**src/rtl/lcd_sequencer.sv**
```systemverilog
// HD44780-style LCD write sequencer: power-up wait, fixed 4-command init, then one user write at a time.
// Optional macro LCD_SEQ_LINE_WRAP_EN: track column/line and insert a DDRAM line-address command every 16 data writes.
module lcd_sequencer #(
    parameter int unsigned POWERUP_CYC = 750000,
    parameter int unsigned CMD_DLY_CYC = 2500,
    parameter int unsigned CLR_DLY_CYC = 82000
) (
    input  logic       clk,
    input  logic       rst,
    input  logic       in_valid,
    input  logic       in_rs,
    input  logic [7:0] in_data,
    output logic       in_ready,
    output logic       wr_enable,
    output logic       reg_sel,
    output logic [7:0] lcd_data,
    input  logic       wr_finish,
    output logic       init_done,
    output logic       busy
);
    localparam logic [2:0] S_PWRUP   = 3'd0;
    localparam logic [2:0] S_ISSUE   = 3'd1;
    localparam logic [2:0] S_WAITFIN = 3'd2;
    localparam logic [2:0] S_DELAY   = 3'd3;
    localparam logic [2:0] S_IDLE    = 3'd4;

    // A zero-cycle setting still has to spend one cycle in the wait state.
    localparam logic [19:0] PWR_LAST = (POWERUP_CYC == 0) ? 20'd0 : 20'(POWERUP_CYC - 1);
    localparam logic [19:0] CMD_LOAD = (CMD_DLY_CYC == 0) ? 20'd1 : 20'(CMD_DLY_CYC);
    localparam logic [19:0] CLR_LOAD = (CLR_DLY_CYC == 0) ? 20'd1 : 20'(CLR_DLY_CYC);

    logic [2:0]  state;
    logic [19:0] pwr_cnt;
    logic [19:0] dly_cnt;
    logic [2:0]  init_idx;

`ifdef LCD_SEQ_LINE_WRAP_EN
    logic [3:0]  col;
    logic        line;
    logic        ins_pend;
`endif

    function automatic logic [7:0] init_byte(input logic [1:0] idx);
        case (idx)
            2'd0:    init_byte = 8'h38;
            2'd1:    init_byte = 8'h0C;
            2'd2:    init_byte = 8'h01;
            default: init_byte = 8'h06;
        endcase
    endfunction

    function automatic logic is_clear(input logic rs, input logic [7:0] data);
        is_clear = !rs && (data == 8'h01 || data == 8'h02 || data == 8'h03);
    endfunction

    assign busy      = (state != S_IDLE);
    assign in_ready  = (state == S_IDLE) && init_done;
    assign wr_enable = (state == S_ISSUE);

    always_ff @(posedge clk) begin
        if (!rst) begin
            state     <= S_PWRUP;
            pwr_cnt   <= 20'd0;
            dly_cnt   <= 20'd0;
            init_idx  <= 3'd0;
            reg_sel   <= 1'b0;
            lcd_data  <= 8'h00;
            init_done <= 1'b0;
`ifdef LCD_SEQ_LINE_WRAP_EN
            col       <= 4'd0;
            line      <= 1'b0;
            ins_pend  <= 1'b0;
`endif
        end else begin
            case (state)
                S_PWRUP: begin
                    if (pwr_cnt == PWR_LAST) begin
                        state    <= S_ISSUE;
                        init_idx <= 3'd0;
                        lcd_data <= init_byte(2'd0);
                        reg_sel  <= 1'b0;
                    end else begin
                        pwr_cnt <= pwr_cnt + 20'd1;
                    end
                end
                S_ISSUE: begin
                    state <= S_WAITFIN;
                end
                S_WAITFIN: begin
                    if (wr_finish) begin
                        dly_cnt <= is_clear(reg_sel, lcd_data) ? CLR_LOAD : CMD_LOAD;
                        state   <= S_DELAY;
                        if (!init_done) begin
                            init_idx <= init_idx + 3'd1;
                        end
`ifdef LCD_SEQ_LINE_WRAP_EN
                        // Inserted line commands are never clear/home, so they leave col/line alone.
                        if (init_done) begin
                            if (reg_sel) begin
                                col <= col + 4'd1;
                                if (col == 4'd15) begin
                                    ins_pend <= 1'b1;
                                end
                            end else if (is_clear(reg_sel, lcd_data)) begin
                                col  <= 4'd0;
                                line <= 1'b0;
                            end
                        end
`endif
                    end
                end
                S_DELAY: begin
                    if (dly_cnt <= 20'd1) begin
                        if (!init_done && init_idx != 3'd4) begin
                            state    <= S_ISSUE;
                            lcd_data <= init_byte(init_idx[1:0]);
                            reg_sel  <= 1'b0;
                        end
`ifdef LCD_SEQ_LINE_WRAP_EN
                        else if (ins_pend) begin
                            state    <= S_ISSUE;
                            lcd_data <= line ? 8'h80 : 8'hC0;
                            reg_sel  <= 1'b0;
                            line     <= ~line;
                            ins_pend <= 1'b0;
                        end
`endif
                        else begin
                            state     <= S_IDLE;
                            init_done <= 1'b1;
                        end
                    end else begin
                        dly_cnt <= dly_cnt - 20'd1;
                    end
                end
                S_IDLE: begin
                    if (in_valid && in_ready) begin
                        state    <= S_ISSUE;
                        reg_sel  <= in_rs;
                        lcd_data <= in_data;
                    end
                end
                default: begin
                    state <= S_PWRUP;
                end
            endcase
        end
    end
endmodule
```
**config.mk**
```make
export PLATFORM = sky130hd
export DESIGN_NAME = lcd_sequencer
export DESIGN_NICKNAME = d
export VERILOG_FILES = /design/src/rtl/lcd_sequencer.sv
export SDC_FILE = /design/constraint.sdc
export NUM_CORES = 1
export LEC_CHECK = 0
export ABC_AREA = 1
export BUFFER_PORTS_ARGS = -buffer_cell sky130_fd_sc_hd__buf_2
export CAP_MARGIN = 40
export CORE_ASPECT_RATIO = 1.1
export CORE_MARGIN = 3
export CORE_UTILIZATION = 25
export DETAILED_ROUTE_END_ITERATION = 7
export PLACE_DENSITY = 0.51
export SLEW_MARGIN = 25
export SYNTH_ARGS = -nofsm -noshare
export SYNTH_HDL_FRONTEND = slang
export SYNTH_SLANG_ARGS = --single-unit
export TNS_END_PERCENT = 5
```
**constraint.sdc**
```tcl
create_clock -name clk -period 1.6 [get_ports clk]
set_input_delay 0.24 -clock clk [delete_from_list [all_inputs] [get_ports clk]]
set_output_delay 0.24 -clock clk [all_outputs]
set_load 0.02 [all_outputs]
```
**Word-level counts from Yosys, hierarchy flattened**

Cells that the tools add are included.

- Register bits after elaboration: 56
- Input port bits: 13
- Output and inout port bits: 13
- Logic and storage cells: 76

- Add/subtract/negate cells: 3
- Magnitude comparators: 1
- Equal/unequal tests: 19
- Multiplexer cells: 25
- Bitwise logic cells: 2
- Reductions and logical operators: 19

Operators by type and width:

| kind | number |
|---|---|
| 20-bit two-way mux | 2 |
| 20-bit case mux with 2 select lines | 1 |
| 8-bit two-way mux | 4 |
| 3-bit two-way mux | 8 |
| 8-bit case mux with 3 select lines | 1 |
| 20-bit by 1-bit adder with 20-bit output, second input constant | 1 |
| 20-bit equality test, second input constant | 1 |
| 20-bit by 1-bit <= comparator with 1-bit output, second input constant | 1 |
| 20-bit by 1-bit subtractor with 20-bit output, second input constant | 1 |
| 6-bit case mux with 3 select lines | 1 |
| 17-bit two-way mux | 1 |
| 8-bit by 2-bit equality test with 1-bit output, second input constant | 2 |
| 3-bit case mux with 5 select lines | 1 |
| 2-bit inequality test, second input constant | 6 |
| 8-bit by 1-bit equality test with 1-bit output, second input constant | 1 |
| 4-bit AND reduction | 2 |
| 3-bit by 2-bit equality test with 1-bit output, second input constant | 2 |
| 3-bit inequality test, second input constant | 2 |
| 3-bit case mux with 2 select lines | 1 |
| 3-bit AND reduction | 2 |
| 5-bit AND reduction | 1 |
| 1-bit logical AND | 4 |
| 1-bit two-way mux | 4 |
| 2-bit nonzero test | 2 |
| 14 further kinds | 17 |

**Logic depth before layout (Yosys ltp)**

- Word-level depth: 7
- Depth in mapped cells: 14
- Mapped depth without buffers: 13

**Worst setup path before layout**

OpenSTA, ideal clock, no wires.

- Path kind: reg-to-reg
- Start point: register dly_cnt[0]
- End point: register dly_cnt[9]
- Setup time: 0.115 ns
- Arrival: 1.569 ns
- Data required time: 1.485 ns
- Slack: -0.084 ns
- Stages on the path, launching flop included: 14
- Buffers on the path: 2
- Period minus slack after synthesis: 1.684 ns
- Path through: dfxtp_1 > inv_1 > ha_1 > buf_2 > inv_2 > nand2_1 > nand2_1 > nor2_2 > nand3_4 > nand2_4 > nand2_4 > buf_2 > a21oi_1 > nor2_1

- Word-level cells in the longest chain between the ends: 3
- Elaborated cells on any way between the ends: 6
- Those cells by class: add/sub: 1; order compare: 1; eq/ne: 1; mux: 2; reduce/logical: 1

Ends and longest elaborated chain:

| what | line | text |
|---|---|---|
| start: declaration | 34 | `logic [19:0] dly_cnt;` |
| start signal: assignment | 91 | `dly_cnt <= is_clear(reg_sel, lcd_data) ? CLR_LOAD : CMD_LOAD;` |
| start signal: assignment | 133 | `dly_cnt <= dly_cnt - 20'd1;` |
| 20-bit by 1-bit subtractor with 20-bit output / 20-bit by 1-bit <= comparator with 1-bit output (equally long branches) | 133, 113 |  |
| 20-bit two-way mux / 2-bit inequality test (equally long branches) | n/a |  |
| 20-bit case mux with 2 select lines / 3-bit AND reduction (equally long branches) | n/a |  |

Several ways; a longest one is shown, not always the timed one. The select of a mux whose other input is x is not followed.
A chain may end at the register's enable or synchronous reset.

**Final worst setup path**

- Start point: register dly_cnt[0]
- End point: register dly_cnt[5]

The elaborated chain is that of the path after synthesis.

==> run_results.csv <==
group,metric,value,unit
synthesis,synth_compound_gate_area_share,10.8,%
critical_path,worst_setup_path_end_kind,"flop",
layout,fillers,1563,
synthesis,synth-simple-area-share,42.5,%
critical_path,slowest_library_cell_on_the_worst_path,"dfxtp_4",
synthesis,yosys_most_used_dff,"dfxtp_1",
power,peakVddDrop,0.549,mV
worst_hold_path,hold_start,"in_valid",
clock_tree,clkSlewWorstSetupHoldPaths,0.07,ns
placed_design,io_buffers,25,
sta,clock_skew,0.00627,ns
floorplanning,dieArea,0.0158,mm2
power,internal_power,2710,uW
layout,layout-area-overhead-vs-synth,29.9,%
route,drtPass1Iterations,4,
power,p_clk_share,31.2,%
route,vias,3769,
floorplanning,core_area,0.0139,mm2
clock_tree,cts_tree,"built",
global_route,grt.overflow.total,0,
power,cellPowerDensity,881,mW/mm2
sta,timing.setup.tns,-0.146,ns
layout,num_antenna_cells,0,
critical_path,timing.reg2reg.setup_slack,-0.03,ns
synthesis,synth_xor_area_share,2.93,%
critical_path,critPathArrivalTime,1.82,ns
synthesis,synth.cell_area,0.00359,mm2
critical_path,rr_startpoint,"dly_cnt[0]$_SDFFE_PN0P_",
worst_hold_path,worstHoldPathCells,4,
synthesis,synth.net_count,599,
critical_path,type_of_origin_of_the_critical_path,"flop",
clock_tree,cts_buffer_depth,2,
power,power.combinational.fraction,30.3,%
synthesis,number_of_synthesized_flops_with_an_enable_pin,0,
power,power.sequential.fraction,38.5,%
synthesis,synth.largest_area_cell,"dfxtp_1",
sta,hold_viol,0,
sta,max-slew-margin-rel,68.9,%
floorplanning,die-width,120,um
global_route,grt.total_usage,13.2,%
critical_path,critPathBufInv,3,
critical_path,worst_r2r_path_depth,14,
synthesis,synth-seq-cells,56,
placed_design,post-dp-hpwl,7.86,mm
synthesis,synthArstFlopShare,0,%
worst_hold_path,min-delay-path-class,"input port to flop",
worst_hold_path,hold_end,"state[2]$_SDFFE_PN0P_",
sta,setup_repair_after_global_routing_missed_its_margin,"true",
critical_path,cp_slowest_stage_delay,0.37,ns
synthesis,synthesis.instances,579,
critical_path,path_cells,"inv_4 -> ha_4 -> inv_2 -> nand2_1 -> nand2_1 -> nor2_2 -> nand3_4 -> nand2_4 -> nand2_8 -> buf_12 -> nand2_2 -> nand2_1 -> nand2_1 -> nor2_1",
route,final_antenna_net_count,0,
critical_path,crit_family,"simple AND/OR/NAND/NOR gates",
route,via_density,4.44,
synthesis,synth_area_leaders,"dfxtp_1, nand2_1, nor2_1, inv_1, nand3_1",
route,starting_drc_count_in_detailed_routing,159,
sta,final_max_slew_viol_count,0,
placed_design,globalplace.congestion,0.871,
critical_path,cp_data_required_time,1.80,ns
clock_tree,clock-sinks,56,
synthesis,synth-warning-count,0,
global_route,grt_pass1_wl,17.4,mm
clock_tree,cts_hold_buffers,0,
critical_path,library_cell_appearing_most_often_on_the_critical_path,"nand2_1",
sta,post_layout_worst_setup_margin,-0.0254,ns
floorplanning,num_io_pins,26,
floorplanning,die_y,132,um
outcome,violations,"negative setup slack",
layout,final_net_count,679,
synthesis,adder_cell_fraction_of_synth_area,2.44,%
synthesis,synthesis.area_per_instance,6.20,um2
sta,finalSetupViolCount,13,
global_route,first_global_vias,3777,
clock_tree,cts_inserted_buffers,5,
clock_tree,worst_skew_pair.late_latency,0.30,ns
outcome,status,"complete, but fails checks",
run,drv_cap,0,
synthesis,yosys-mux-area-fraction,0,%
power,p_leak,0.00207,uW
synthesis,synth_top_family_by_area,"simple AND/OR/NAND/NOR gates",
synthesis,synth_cell_type_count,39,
critical_path,critical_path.max_fanout,9,
global_route,maximum_number_of_pins_on_one_net_before_global_route_repair,27,
power,power_switching_share,34.0,%
route,detail_route.drc_violations,0,
power,switchingPower,1400,uW
route,route.detailed.wl_per_inst,11.9,um
sta,fin_crit_sh,102,%
global_route,antenna_found_initial,0,
sta,timing.fmax,615,MHz
sta,timing.hold.ws,0.280,ns
synthesis,ys_seq_area_share,31.2,%
clock_tree,clk_root_buffer_cell,"clkbuf_16",
sta,post-route-min-period,1.63,ns
critical_path,timing.rr.end,"dly_cnt[5]$_SDFFE_PN0P_",
critical_path,path_class,"flop to flop",
sta,timing_worst_slew_pin_value,0.466,ns
layout,layout-drive-gt1-share,22.9,%
clock_tree,cts-htree-levels,2,
synthesis,synth.top_cell.area_share,31.2,%
floorplanning,initial_core_util,25.8,%
floorplanning,rows,45,
layout,final_util,33.5,%
route,wl,10.1,mm
kinds of logic (layout without fill, tap and decap cells):
| group | count (synthesis) | count (layout) |
|---|---|---|
| AO/OA/AOI/OAI | 69 | 69 |
| XOR/XNOR | 12 | 12 |
| adder cells (fa/ha/maj) | 7 | 7 |
| buffers and inverters | 87 | 167 |
| flip-flops | 56 | 56 |
| AND/OR/NAND/NOR | 348 | 349 |
layout make-up:
cell class              count  area [um2]  area share [%]
clock inverters             3        42.5           0.912
inverters                  71         282            6.04
multi-input cells         437        2210            47.5
flip-flops and latches     56        1130            24.2
clock buffers               5         125            2.68
well taps                 188         235            5.04
repair buffers             88         634            13.6
worst min-delay path, delay by kind of cell:
kind / cells / cell delay (ns)
buf+inv: 2 / 0.17
compound gates: 2 / 0.13
routing by layer:
metal	track usage, %	wire, um	vias to the layer above
li1	-	-	1983
met1	16.2	4530	1699
met2	23.0	4940	68
met3	1.98	314	19
met4	5.10	277	0
met5	0	0	-
cell usage after synthesis (all sizes together) (3+ instances only):
| cell | count |
|---|---|
| nand2 | 147 |
| nor2 | 128 |
| inv | 69 |
| dfxtp | 56 |
| nand3 | 43 |
| a21oi | 39 |
| o21ai | 25 |
| nor3 | 13 |
| buf | 10 |
| nand4 | 10 |
| xor2 | 9 |
| ha | 7 |
| clkbuf | 6 |
| xnor2 | 3 |
worst max-delay path by stage:
stage	start	endpoint	slack, ns	cells after the start
floorplan	dly_cnt[0]$_SDFFE_PN0P_	dly_cnt[9]$_SDFFE_PN0P_	-0.006	13
global placement	pwr_cnt[1]$_SDFFE_PN0P_	lcd_data[7]$_SDFFE_PN0P_	-0.004	9
detailed placement	pwr_cnt[0]$_SDFFE_PN0P_	lcd_data[0]$_SDFFE_PN0P_	-0.08	9
CTS	dly_cnt[1]$_SDFFE_PN0P_	dly_cnt[11]$_SDFFE_PN0P_	-0.03	12
global route	dly_cnt[0]$_SDFFE_PN0P_	dly_cnt[18]$_SDFFE_PN0P_	-0.17	13
finish	dly_cnt[0]$_SDFFE_PN0P_	dly_cnt[5]$_SDFFE_PN0P_	-0.03	14
timing repair:
action,in CTS,in global routing
setup endpoints to repair,30,55
buffers inserted,2,2
pin swaps,3,5
cloned,1,0
gates resized for setup,10,30
cells in the final DEF, fill, tap and decap left out, types with 5 or more instances in the layout:
cell type,count
nand2_1,140
nor2_1,114
inv_1,59
buf_4,58
dfxtp_1,51
nand3_1,40
a21oi_1,33
buf_2,25
o21ai_1,12
nor3_1,11
o21ai_0,11
nand4_1,10
xor2_1,9
nor2_2,8
inv_2,7
nor2_4,5
clkbuf_16,5
flip-flops by register name, indices dropped and copies added, names as in the netlist:
register,cells
reg_sel,1
init_done,1
init_idx,3
state,3
dly_cnt,20
lcd_data,8
pwr_cnt,20
metrics by stage:
| stage | area (um2) | std cells | power, uW | worst slack, ns |
|---|---|---|---|---|
| after CTS | 4550 | 846 | 4120 | -0.0284 |
| after detailed placement | 4310 | 835 | 2730 | -0.0778 |
| final | 4660 | 848 | 4110 | -0.0254 |
| after global routing | 4660 | 848 | 4380 | -0.165 |
| after global placement | 4310 | 835 | 2710 | -0.00408 |
| after floorplan | 3590 | 579 | 2380 | -0.00586 |
power groups by stage:
| stage | registers (uW) | logic [uW] | clock network (uW) |
|---|---|---|---|
| after global routing | 1600 | 1390 | 1390 |
| final | 1580 | 1250 | 1280 |
| after detailed placement | 1610 | 1120 | 0 |
| after global placement | 1600 | 1110 | 0 |
| after floorplan | 1680 | 700 | 0 |
| after CTS | 1580 | 1210 | 1330 |
Power figures use the tool's default switching activity.
